File: src/rtl/pixel_stream_rx.sv
// ============================================================================
// pixel_stream_rx : framed pixel-stream receiver writing into a framebuffer.
// Optional error counter enabled by macro PIXEL_RX_ERR_COUNT_EN.
// Revision: 1.0 - initial release
// ============================================================================
`default_nettype none

`ifndef COLOR_WIDTH
`define COLOR_WIDTH 8
`endif

module pixel_stream_rx #(
   parameter int FRAME_WIDTH  = 640,
   parameter int FRAME_HEIGHT = 480,
   parameter int ADDR_WIDTH   = 19
) (
   input  logic                    clk,
   input  logic                    rst,
   input  logic [`COLOR_WIDTH-1:0] shade_in,
   input  logic                    valid_in,
   input  logic                    sof_in,
   input  logic                    eol_in,
   output logic                    ready_out,
   output logic [`COLOR_WIDTH-1:0] wr_data,
   output logic [ADDR_WIDTH-1:0]   wr_addr,
   output logic                    wr_en,
   input  logic                    wr_ready,
   output logic                    frame_done,
   output logic                    sync_err,
   output logic [15:0]             err_count
);

   localparam int XW = (FRAME_WIDTH  > 1) ? $clog2(FRAME_WIDTH)  : 1;
   localparam int YW = (FRAME_HEIGHT > 1) ? $clog2(FRAME_HEIGHT) : 1;
   localparam logic [XW-1:0] C_X_LAST = XW'(FRAME_WIDTH - 1);
   localparam logic [YW-1:0] C_Y_LAST = YW'(FRAME_HEIGHT - 1);

   typedef enum logic [0:0] {
      S_WAIT_SOF = 1'b0,
      S_IN_FRAME = 1'b1
   } state_t;

   state_t                  r_state, w_state_nxt;
   logic [XW-1:0]           r_x, w_x_nxt;
   logic [YW-1:0]           r_y, w_y_nxt;
   logic [ADDR_WIDTH-1:0]   r_addr, w_addr_nxt;
   logic                    w_xfer;
   logic                    w_wr;
   logic [ADDR_WIDTH-1:0]   w_wr_addr;
   logic                    w_last;
   logic                    w_err;

   logic                    r_wr_en;
   logic [`COLOR_WIDTH-1:0] r_wr_data;
   logic [ADDR_WIDTH-1:0]   r_wr_addr;
   logic                    r_frame_done;
   logic                    r_sync_err;

   // Single output register: a new beat may enter whenever the held write retires.
   assign ready_out = !r_wr_en || wr_ready;
   assign w_xfer    = valid_in && ready_out;

   always_comb begin
      w_state_nxt = r_state;
      w_x_nxt     = r_x;
      w_y_nxt     = r_y;
      w_addr_nxt  = r_addr;
      w_wr        = 1'b0;
      w_wr_addr   = r_addr;
      w_last      = 1'b0;
      w_err       = 1'b0;
      if (w_xfer) begin
         if (sof_in) begin
            // A restart inside a frame is an error; sof+eol fails at x=0.
            w_err = (r_state == S_IN_FRAME) || eol_in;
            if (eol_in) begin
               w_state_nxt = S_WAIT_SOF;
               w_x_nxt     = '0;
               w_y_nxt     = '0;
            end else begin
               w_wr        = 1'b1;
               w_wr_addr   = '0;
               w_x_nxt     = XW'(1);
               w_y_nxt     = '0;
               w_addr_nxt  = ADDR_WIDTH'(1);
               w_state_nxt = S_IN_FRAME;
            end
         end else if (r_state == S_IN_FRAME) begin
            if (eol_in != (r_x == C_X_LAST)) begin
               w_err       = 1'b1;
               w_state_nxt = S_WAIT_SOF;
               w_x_nxt     = '0;
               w_y_nxt     = '0;
            end else begin
               w_wr       = 1'b1;
               w_addr_nxt = r_addr + ADDR_WIDTH'(1);
               if (r_x != C_X_LAST) begin
                  w_x_nxt = r_x + XW'(1);
               end else if (r_y != C_Y_LAST) begin
                  w_x_nxt = '0;
                  w_y_nxt = r_y + YW'(1);
               end else begin
                  w_last      = 1'b1;
                  w_x_nxt     = '0;
                  w_y_nxt     = '0;
                  w_state_nxt = S_WAIT_SOF;
               end
            end
         end
      end
   end

   always_ff @(posedge clk) begin
      if (rst) begin
         r_state      <= S_WAIT_SOF;
         r_x          <= '0;
         r_y          <= '0;
         r_addr       <= '0;
         r_wr_en      <= 1'b0;
         r_wr_data    <= '0;
         r_wr_addr    <= '0;
         r_frame_done <= 1'b0;
         r_sync_err   <= 1'b0;
      end else begin
         r_state      <= w_state_nxt;
         r_x          <= w_x_nxt;
         r_y          <= w_y_nxt;
         r_addr       <= w_addr_nxt;
         r_frame_done <= w_last;
         r_sync_err   <= w_err;
         if (w_wr) begin
            r_wr_en   <= 1'b1;
            r_wr_data <= shade_in;
            r_wr_addr <= w_wr_addr;
         end else if (wr_ready) begin
            r_wr_en   <= 1'b0;
         end
      end
   end

   assign wr_en      = r_wr_en;
   assign wr_data    = r_wr_data;
   assign wr_addr    = r_wr_addr;
   assign frame_done = r_frame_done;
   assign sync_err   = r_sync_err;

`ifdef PIXEL_RX_ERR_COUNT_EN
   logic [15:0] r_err_count;

   // Counts alongside the sync_err pulse so both are visible in the same cycle.
   always_ff @(posedge clk) begin
      if (rst) begin
         r_err_count <= '0;
      end else if (w_err && (r_err_count != 16'hFFFF)) begin
         r_err_count <= r_err_count + 16'd1;
      end
   end

   assign err_count = r_err_count;
`else
   assign err_count = '0;
`endif

endmodule

`default_nettype wire

File: config.mk
export PLATFORM = sky130hd
export DESIGN_NAME = pixel_stream_rx
export DESIGN_NICKNAME = d
export VERILOG_FILES = /design/src/rtl/pixel_stream_rx.sv
export SDC_FILE = /design/constraint.sdc
export NUM_CORES = 1
export LEC_CHECK = 0
export BUFFER_PORTS_ARGS = -buffer_cell sky130_fd_sc_hd__buf_4
export CORE_ASPECT_RATIO = 0.7
export CORE_MARGIN = 2
export CORE_UTILIZATION = 50
export DETAILED_ROUTE_END_ITERATION = 7
export PLACE_DENSITY = 0.79
export SYNTH_ARGS = -nofsm -noshare
export SYNTH_HDL_FRONTEND = slang
export SYNTH_SLANG_ARGS = --single-unit
File: constraint.sdc
create_clock -name clk -period 3.5 [get_ports clk]
set_input_delay 0.35 -clock clk [delete_from_list [all_inputs] [get_ports clk]]
set_output_delay 0.35 -clock clk [all_outputs]
set_load 0.01 [all_outputs]
==> flow_metrics.tcl, run 1 <==
set metrics [dict create \
    status "completed" \
    period_share_pct 90.92 \
    num_antenna_cells 0 \
    cp_cell_sequence "ha_1 -> nand4b_1 -> nor4_1 -> ha_1 -> mux2i_1 -> nand4_2 -> nand2_1 -> a21oi_1" \
    final.min_clock_period_ps 3182 \
    clock-sinks 69 \
    ios 61 \
    yosys.area.top_type_share_pct 44.04 \
    cts_resized 0 \
    cp-end-kind "register" \
    fin_tns_setup_ps 0 \
    clock_latency_ps 350 \
    fin_area_mm2 0.003621 \
    peakVddDrop_mv 0.2439 \
    crit_buf_inv 0 \
    die_y_um 70.27 \
    p_leak_uw 0.001372 \
    mappedNetlistArea_mm2 0.003137 \
    layout.nets 438 \
    cp.arrival_ps 3380 \
    drtAntennaViolNets 0 \
    use_met2_pct 32.05 \
    hold_violations 0 \
    grt_pass1_wl_um 11560 \
    synth_compound_area_share_pct 11.21 \
    dp_hpwl_um 4707 \
    final_layout_size_suffix_gt1_share_pct 16.31 \
    die_x_um 98.67 \
    synth_warnings 0 \
    yosysTopAreaCell "dfxtp_1" \
    grt_pass1_vias 2463 \
    mostFrequentLayoutCells "69 x dfxtp_1, 54 x nand2_1, 54 x nor2_1" \
    wl_um 6755 \
    clock_path_buffers 2 \
    mostFrequentLayoutCell "dfxtp_1" \
    seq_area_frac_synth_pct 44.04 \
    finClkSkew_ps 9.622 \
    cp_slowest_cell "nand2_1" \
    fillCellCount 534 \
    cts_buffers 9 \
    drtIter0Drc 146 \
    synthCells 377 \
    criticalPathCategory "register to register" \
    synth-simple-area-share_pct 29.36 \
    ys_types 42 \
    via_per_inst 5.395 \
    worstPathRequired_ps 3700 \
    use_met3_pct 6.106 \
    holdWs_ps 250.4 \
    grt_util_all_layers_pct 20.73 \
    synth.avg_cell_area_um2 8.320 \
    std_cell_rows 24 \
    cts_tree "done" \
    gr-usage-met1_pct 27.82 \
    cts_max_level 3 \
    relSlewSlack_pct 46.30 \
    worst_pin_slew_ps 803.0 \
    grt_max_degree 25 \
    globalRoute.totalOverflow 0 \
    power.density_mw_per_mm2 419.1 \
    cpLargestDelayFamily "simple AND/OR/NAND/NOR gates" \
    hp-class "input port to register" \
    firstDrtPassIters 5 \
    timing.max_cap.violations 0 \
    synth-xor-area-share_pct 6.143 \
    worstPathMaxFanout 18 \
    ys_seq_elements 69 \
    rsz0062_at_grt "false" \
    max_freq_mhz 314.3 \
    port_buffers 44 \
    path_common_cell "ha_1" \
    drc_errors 0 \
    slowest_delay_ps 650 \
    clkTransAtPathRegs_ps 70 \
    start_util_pct 50.96 \
    synth.mux.area_fraction_pct 0.9573 \
    wl_per_cell_um 13.48 \
    holdBufCountCts 0 \
    busiest_layer "met2" \
    dieArea_mm2 0.006934 \
    vias 2703 \
    synth_top_family_by_area "simple AND/OR/NAND/NOR gates" \
    core_mm2 0.006156 \
    post_dp_cell_area_mm2 0.003456 \
    gp_congestion 0.8634 \
    synthTopCellsByArea "dfxtp_1 44%, nand2_1 6.5%, nor2_1 6.5%, a21oi_1 5.6%, buf_4 3.8%" \
    area_growth_pct 15.44 \
    drv_slew 0 \
    synth_fa_ha_area_share_pct 1.596 \
    critPathLaunchType "register" \
    cts_setup_buffers 0 \
    cts-root-buf "clkbuf_8" \
    antenna_found_initial 0 \
    finalSetupViolCount 0 \
]
## tightest hold or removal path, delay by kind of cell
kind / cells / cell delay [ps]
AND/OR/NAND/NOR: 1 / 40
AO/OA/AOI/OAI: 1 / 50
buffers and inverters: 1 / 110
## stage by stage
stage                     util, %  worst slack [ps]  std cells  power, uW
final                       58.82             317.9        501       1518
after global routing        58.82             6.683        501       1583
after global placement      56.14             603.1        487      966.8
after CTS                   58.82             380.6        501       1533
after detailed placement    56.14             428.4        487      970.9
after floorplan                 -              1022        392      929.9
## cells by family (layout without fill, tap and decap cells)
family,Yosys count,count (layout)
other cells,1,16
flops,69,69
buf+inv,35,66
fa+ha+maj,4,4
simple gates,185,185
xor+xnor,22,22
compound gates,58,58
mux,3,3
## metal layers
metal | vias to the layer above | part of all wire, %
li1 | 1370 | -
met1 | 1240 | 48
met2 | 86 | 44
met3 | 7 | 7.3
met4 | 0 | 0.93
met5 | - | 0
## cell type report
class | count | area, um2 | share of cell area (%)
clock inverter | 2 | 10.01 | 0.2764
clock buffer | 12 | 155.1 | 4.285
sequential | 69 | 1381 | 38.15
tap | 78 | 97.59 | 2.695
inverter | 5 | 18.77 | 0.5183
multi-input combinational | 288 | 1605 | 44.33
timing repair buffer | 47 | 352.8 | 9.744
## registers in the layout, summed over array words and instances (netlist names)
register / cells
r_x: 10
wr_en: 1
wr_addr: 19
frame_done: 1
wr_data: 8
r_y: 9
sync_err: 1
r_addr: 19
r_state: 1
## path summary, 6_finish.rpt
check              startpoint    endpoint  slack, ps  cells after the start
setup / recovery       r_x[0]  wr_addr[3]        320                      8
hold / removal    shade_in[5]  wr_data[5]        250                      3
setup reg to reg       r_x[0]  wr_addr[3]        320                      8
hold reg to reg    wr_data[2]  wr_data[2]        460                      2
## cells in the mapped netlist
| master | instances |
|---|---|
| a211oi_1 | 2 |
| a21oi_1 | 35 |
| a22oi_1 | 2 |
| a31oi_1 | 1 |
| a31oi_2 | 1 |
| a41oi_1 | 1 |
| and3_1 | 11 |
| and4_1 | 4 |
| buf_2 | 6 |
| buf_4 | 16 |
| buf_6 | 1 |
| clkbuf_1 | 7 |
| conb_1 | 1 |
| dfxtp_1 | 69 |
| ha_1 | 4 |
| inv_1 | 4 |
| inv_2 | 1 |
| mux2i_1 | 3 |
| nand2_1 | 54 |
| nand2_4 | 1 |
| nand2b_1 | 1 |
| nand3_1 | 14 |
| nand3_2 | 1 |
| nand3b_1 | 2 |
| nand4_1 | 11 |
| nand4_2 | 1 |
| nand4b_1 | 3 |
| nand4bb_1 | 1 |
| nor2_1 | 54 |
| nor2b_1 | 3 |
| nor3_1 | 4 |
| nor4_1 | 11 |
| nor4_4 | 1 |
| o211ai_1 | 5 |
| o21ai_0 | 6 |
| o31ai_1 | 4 |
| o31ai_4 | 1 |
| or2_2 | 2 |
| or3_1 | 5 |
| or4_1 | 1 |
| xnor2_1 | 11 |
| xor2_1 | 11 |
## report_power, final
group          internal [uW]  switching [uW]
Combinational           52.2            85.1
Sequential               804            11.9
Clock                    286             278
(Power assumes the default switching activity.)
==> run 2, diff against run 1 <==
Settings changed: RECOVER_POWER set to 25.
==> flow_metrics.tcl, run 2 (synthesis gave the netlist of run 1 again) <==
set metrics [dict create \
    status "completed" \
    period_share_pct 90.50 \
    finClkSkew_ps 9.677 \
    layout.nets 438 \
    regArea_mm2 0.001381 \
    drtIter0Drc 163 \
    clock-sinks 69 \
    vias 2707 \
    crit_buf_inv 0 \
    power.density_mw_per_mm2 426.8 \
    worst_pin_slew_ps 802.1 \
    holdWs_ps 253.0 \
    path_common_cell "ha_1" \
    cp.arrival_ps 3360 \
    hold_violations 0 \
    area_growth_pct 12.56 \
    firstDrtPassIters 4 \
    die_y_um 70.27 \
    port_buffers 44 \
    grt_util_all_layers_pct 20.73 \
    dp_hpwl_um 4707 \
    cts_setup_buffers 0 \
    mostFrequentLayoutCells "69 x dfxtp_1, 54 x nand2_1, 54 x nor2_1" \
    timing.max_cap.violations 0 \
    final.min_clock_period_ps 3168 \
    drtAntennaViolNets 0 \
    worstPathRequired_ps 3700 \
    criticalPathCategory "register to register" \
    slowest_delay_ps 650 \
    cpLargestDelayFamily "simple AND/OR/NAND/NOR gates" \
    worstPathMaxFanout 18 \
    grt_max_degree 25 \
    cp_cell_sequence "ha_1 -> nand4b_1 -> nor4_1 -> ha_1 -> mux2i_1 -> nand4_2 -> nand2_1 -> a21oi_1" \
    hp-class "input port to register" \
    grt_pass1_wl_um 11560 \
    rsz0062_at_grt "false" \
    relSlewSlack_pct 46.36 \
    final_cells 501 \
    critPathLaunchType "register" \
    num_antenna_cells 0 \
    mostFrequentLayoutCell "dfxtp_1" \
    gp_congestion 0.8634 \
    reg2reg_from "r_x[0]" \
    die_x_um 98.67 \
    multiInputGateArea_mm2 0.001605 \
    fillCellCount 561 \
    place_ws_ps 428.4 \
    core_mm2 0.006156 \
    wl_per_cell_um 13.54 \
    cts-root-buf "clkbuf_8" \
    via_per_inst 5.403 \
    clock_path_buffers 2 \
    drv_slew 0 \
    clock_latency_ps 350 \
    globalRoute.totalOverflow 0 \
    cts_resized 0 \
    critPathLaunch "r_x[0]" \
    start_util_pct 50.96 \
    ios 61 \
    peakVddDrop_mv 0.2435 \
    place_inst 487 \
    holdBufCountCts 0 \
    final_layout_size_suffix_gt1_share_pct 10.64 \
    wl_um 6783 \
    cp-end-kind "register" \
    grt_pass1_vias 2463 \
    cts_tree "done" \
    fin_tns_setup_ps 0 \
    dieArea_mm2 0.006934 \
    layout_setup_ws_ps 332.4 \
    clkTransAtPathRegs_ps 60 \
    drc_errors 0 \
    cts_max_level 3 \
    power_uw 1507 \
    std_cell_rows 24 \
    antenna_found_initial 0 \
    p_leak_uw 0.001272 \
    cp_slowest_cell "nand2_1" \
    hp-start "shade_in[5]" \
    max_freq_mhz 315.7 \
    finalSetupViolCount 0 \
    cts_buffers 9 \
]
==> run 2: changes by cell type in the layout (fill, tap and decap cells not counted), sizes merged <==
cell and delta:
buf -24, clkbuf +24
==> run 2: worst paths after layout <==
check	cells past startpoint	endpoint	slack [ps]
min	3	wr_data[5]	250
max reg2reg	8	wr_addr[4]	330
max	8	wr_addr[4]	330
min reg2reg	2	wr_data[2]	460
==> run 2: power by group <==
| part | total, uW | leakage, uW | internal, uW | switching, uW |
|---|---|---|---|---|
| Clock | 564 | 0.0000881 | 286 | 278 |
| Sequential | 816 | 0.000559 | 804 | 11.7 |
| Combinational | 128 | 0.000625 | 42.2 | 85.3 |
==> run 2: metal layers <==
layer  GRT usage, %  wire, um
met1          27.82      3322
met3          6.106       428
met2          32.05      2968
met4          7.154        63
met5              0         0
==> run 2: worst reg2reg max path, stage by stage, from the launching register on <==
cell and delay (ps):
dfxtp_1 440, ha_1 250, nand4b_1 100, nor4_1 440, ha_1 360, mux2i_1 190, nand4_2 440, nand2_1 650
a21oi_1 150
==> run 2: per-stage QoR <==
step / utilization (%) / area [um2]
2_1_floorplan: - / 3193
4_1_cts: 58.82 / 3621
5_1_grt: 57.36 / 3531
3_3_place_gp: 56.14 / 3456
3_5_place_dp: 56.14 / 3456
6_report: 57.36 / 3531
==> run 2: cell type report <==
| type | instances | share of cell area [%] |
|---|---|---|
| timing repair buffer | 47 | 7.442 |
| inverter | 5 | 0.5315 |
| tap | 78 | 2.764 |
| clock inverter | 2 | 0.2835 |
| multi-input combinational | 288 | 45.46 |
| sequential | 69 | 39.12 |
| clock buffer | 12 | 4.394 |
==> run 3, diff against run 2 <==
Settings changed: ABC_AREA set to 1, BUFFER_PORTS_ARGS -buffer_cell sky130_fd_sc_hd__buf_4 to -buffer_cell sky130_fd_sc_hd__buf_2.
==> flow_metrics.tcl, run 3 <==
set metrics [dict create \
    ios 61 \
    drv_slew 0 \
    synthTopCellsByArea "dfxtp_1 42%, nand2_1 12%, nor2_1 11%, inv_1 5.7%, a21oi_1 4.9%" \
    p_sw_share_pct 25.55 \
    p_leak_uw 0.001463 \
    status "completed" \
    async_flop_share_pct 0 \
    cp-end-kind "register" \
    final_layout_size_suffix_gt1_share_pct 9.074 \
    firstDrtPassIters 5 \
    cp.arrival_ps 3020 \
    layout.nets 542 \
    std_cell_rows 24 \
    clkPwrFrac_pct 41.7 \
    pwr-share-comb_pct 8.2 \
    start_util_pct 52.34 \
    critPathLaunchType "register" \
    p_sw_uw 417.6 \
    ys_seq_elements 69 \
    drtAntennaViolNets 0 \
    peakVddDrop_mv 0.2621 \
    dieArea_mm2 0.007277 \
    drc_errors 0 \
    clock_path_buffers 2 \
    cts-root-buf "clkbuf_8" \
    worstPathRequired_ps 3780 \
    final.min_clock_period_ps 2741 \
    die_y_um 71.98 \
    via_per_inst 5.122 \
    cts_resized 0 \
    area_growth_pct 10.73 \
    grt_util_all_layers_pct 21.76 \
    vias 3109 \
    fin_tns_setup_ps 0 \
    use_met2_pct 32.16 \
    die_x_um 101.1 \
    antenna_found_initial 0 \
    gp_congestion 0.9466 \
    cts_tree "done" \
    ys_types 32 \
    wl_um 7593 \
    busiest_layer "met2" \
    clock_latency_ps 350 \
    grt_pass1_vias 2712 \
    relSlewSlack_pct 36.98 \
    mostFrequentLayoutCells "106 x nand2_1, 96 x nor2_1, 69 x dfxtp_1" \
    synthCells 482 \
    mostFrequentLayoutCell "nand2_1" \
    use_met3_pct 6.647 \
    period_share_pct 78.30 \
    worstPathMaxFanout 11 \
    criticalPathCategory "register to register" \
    power.internal_uw 1217 \
    ys.flop_type "dfxtp_1" \
    yosysTopAreaCell "dfxtp_1" \
    globalRoute.totalOverflow 0 \
    synth_top_cells_by_count "106 x nand2_1, 96 x nor2_1, 69 x dfxtp_1" \
    drtIter0Drc 178 \
    rsz0062_at_grt "false" \
    dp_hpwl_um 5410 \
    hp-class "input port to register" \
    finClkSkew_ps 9.999 \
    num_antenna_cells 0 \
    power_uw 1635 \
    place_ws_ps 838.7 \
    synth_edf_count 0 \
    core_mm2 0.006306 \
    port_buffers 44 \
    grt_pass1_wl_um 12500 \
    synth.avg_cell_area_um2 6.848 \
    wl_per_cell_um 12.51 \
    gr-usage-met1_pct 31.19 \
    hold_violations 0 \
    synth_warnings 0 \
    seq_area_frac_synth_pct 41.85 \
    holdBufCountCts 0 \
    finalSetupViolCount 0 \
    worst_pin_slew_ps 944.3 \
    timing.max_cap.violations 0 \
    grt_max_degree 35 \
    cts_max_level 3 \
    layout_setup_ws_ps 759.5 \
    max_freq_mhz 364.9 \
    mappedNetlistArea_mm2 0.003301 \
    cts_buffers 9 \
    clock-sinks 69 \
    yosysMostFrequentCell "nand2_1" \
    power.density_mw_per_mm2 447.3 \
    clkTransAtPathRegs_ps 70 \
    yosys.area.top_type_share_pct 41.85 \
    cts_setup_buffers 0 \
    power_frac_seq_pct 50.0 \
    final_core_utilization_pct 57.96 \
]
==> run 3: layout make-up <==
type | instances | area (um2)
Clock buffer | 12 | 155.1
Tap cell | 78 | 97.59
Multi-Input combinational cell | 345 | 1567
Fill cell | 588 | 2651
Inverter | 54 | 202.7
Clock inverter | 4 | 55.05
Timing Repair Buffer | 45 | 196.4
Sequential cell | 69 | 1381
==> run 3: cells by family after synthesis <==
| kind of cell | after synthesis | share of synthesized area, % |
|---|---|---|
| AND/OR/NAND/NOR | 260 | 33.36 |
| buffers and inverters | 83 | 12.40 |
| flip-flops | 69 | 41.85 |
| AO/OA/AOI/OAI | 61 | 9.667 |
| adder cells (fa/ha/maj) | 4 | 1.516 |
| XOR/XNOR | 3 | 0.7962 |
| other | 1 | 0.1136 |
| multiplexers | 1 | 0.3033 |
==> run 3: metal layers <==
layer | part of all wire, % | up-vias
li1 | - | 1581
met1 | 49 | 1379
met2 | 42 | 141
met3 | 8.6 | 8
met4 | 0.97 | 0
met5 | 0 | -
==> run 3: power groups by stage <==
stage | Sequential (uW) | Clock (uW) | Combinational, uW
final | 818 | 682 | 134
after global routing | 821 | 730 | 150
after CTS | 818 | 694 | 137
after detailed placement | 836 | 0 | 136
after global placement | 835 | 0 | 134
after floorplan | 844 | 0 | 102
==> run 3: path summary, 6_finish.rpt <==
| check | from | endpoint | slack [ps] | cells after the start |
|---|---|---|---|---|
| hold reg to reg | r_addr[17] | wr_addr[17] | 460 | 2 |
| setup reg to reg | r_x[0] | r_y[5] | 760 | 11 |
| setup / recovery | r_x[0] | r_y[5] | 760 | 11 |
| hold / removal | shade_in[7] | wr_data[7] | 250 | 3 |
==> run 3: per-stage QoR <==
step | cells | hold slack, ps | instance area (um2)
global placement | 591 | 453.3 | 3476
floorplan | 497 | 438.5 | 3357
detailed placement | 591 | 453.1 | 3476
global route | 607 | 263.0 | 3655
finish | 607 | 253.9 | 3655
CTS | 607 | 246.2 | 3686
==> run 3: critical path, stage by stage (launching register included) <==
cell and delay (ps):
dfxtp_1 380, ha_1 210, nand4_1 110, nor4_1 300, ha_1 330, nor2_1 290, nand2_2 180, nand2_2 160
nand2_1 290, inv_1 220, nor2_1 80, nor2_1 110
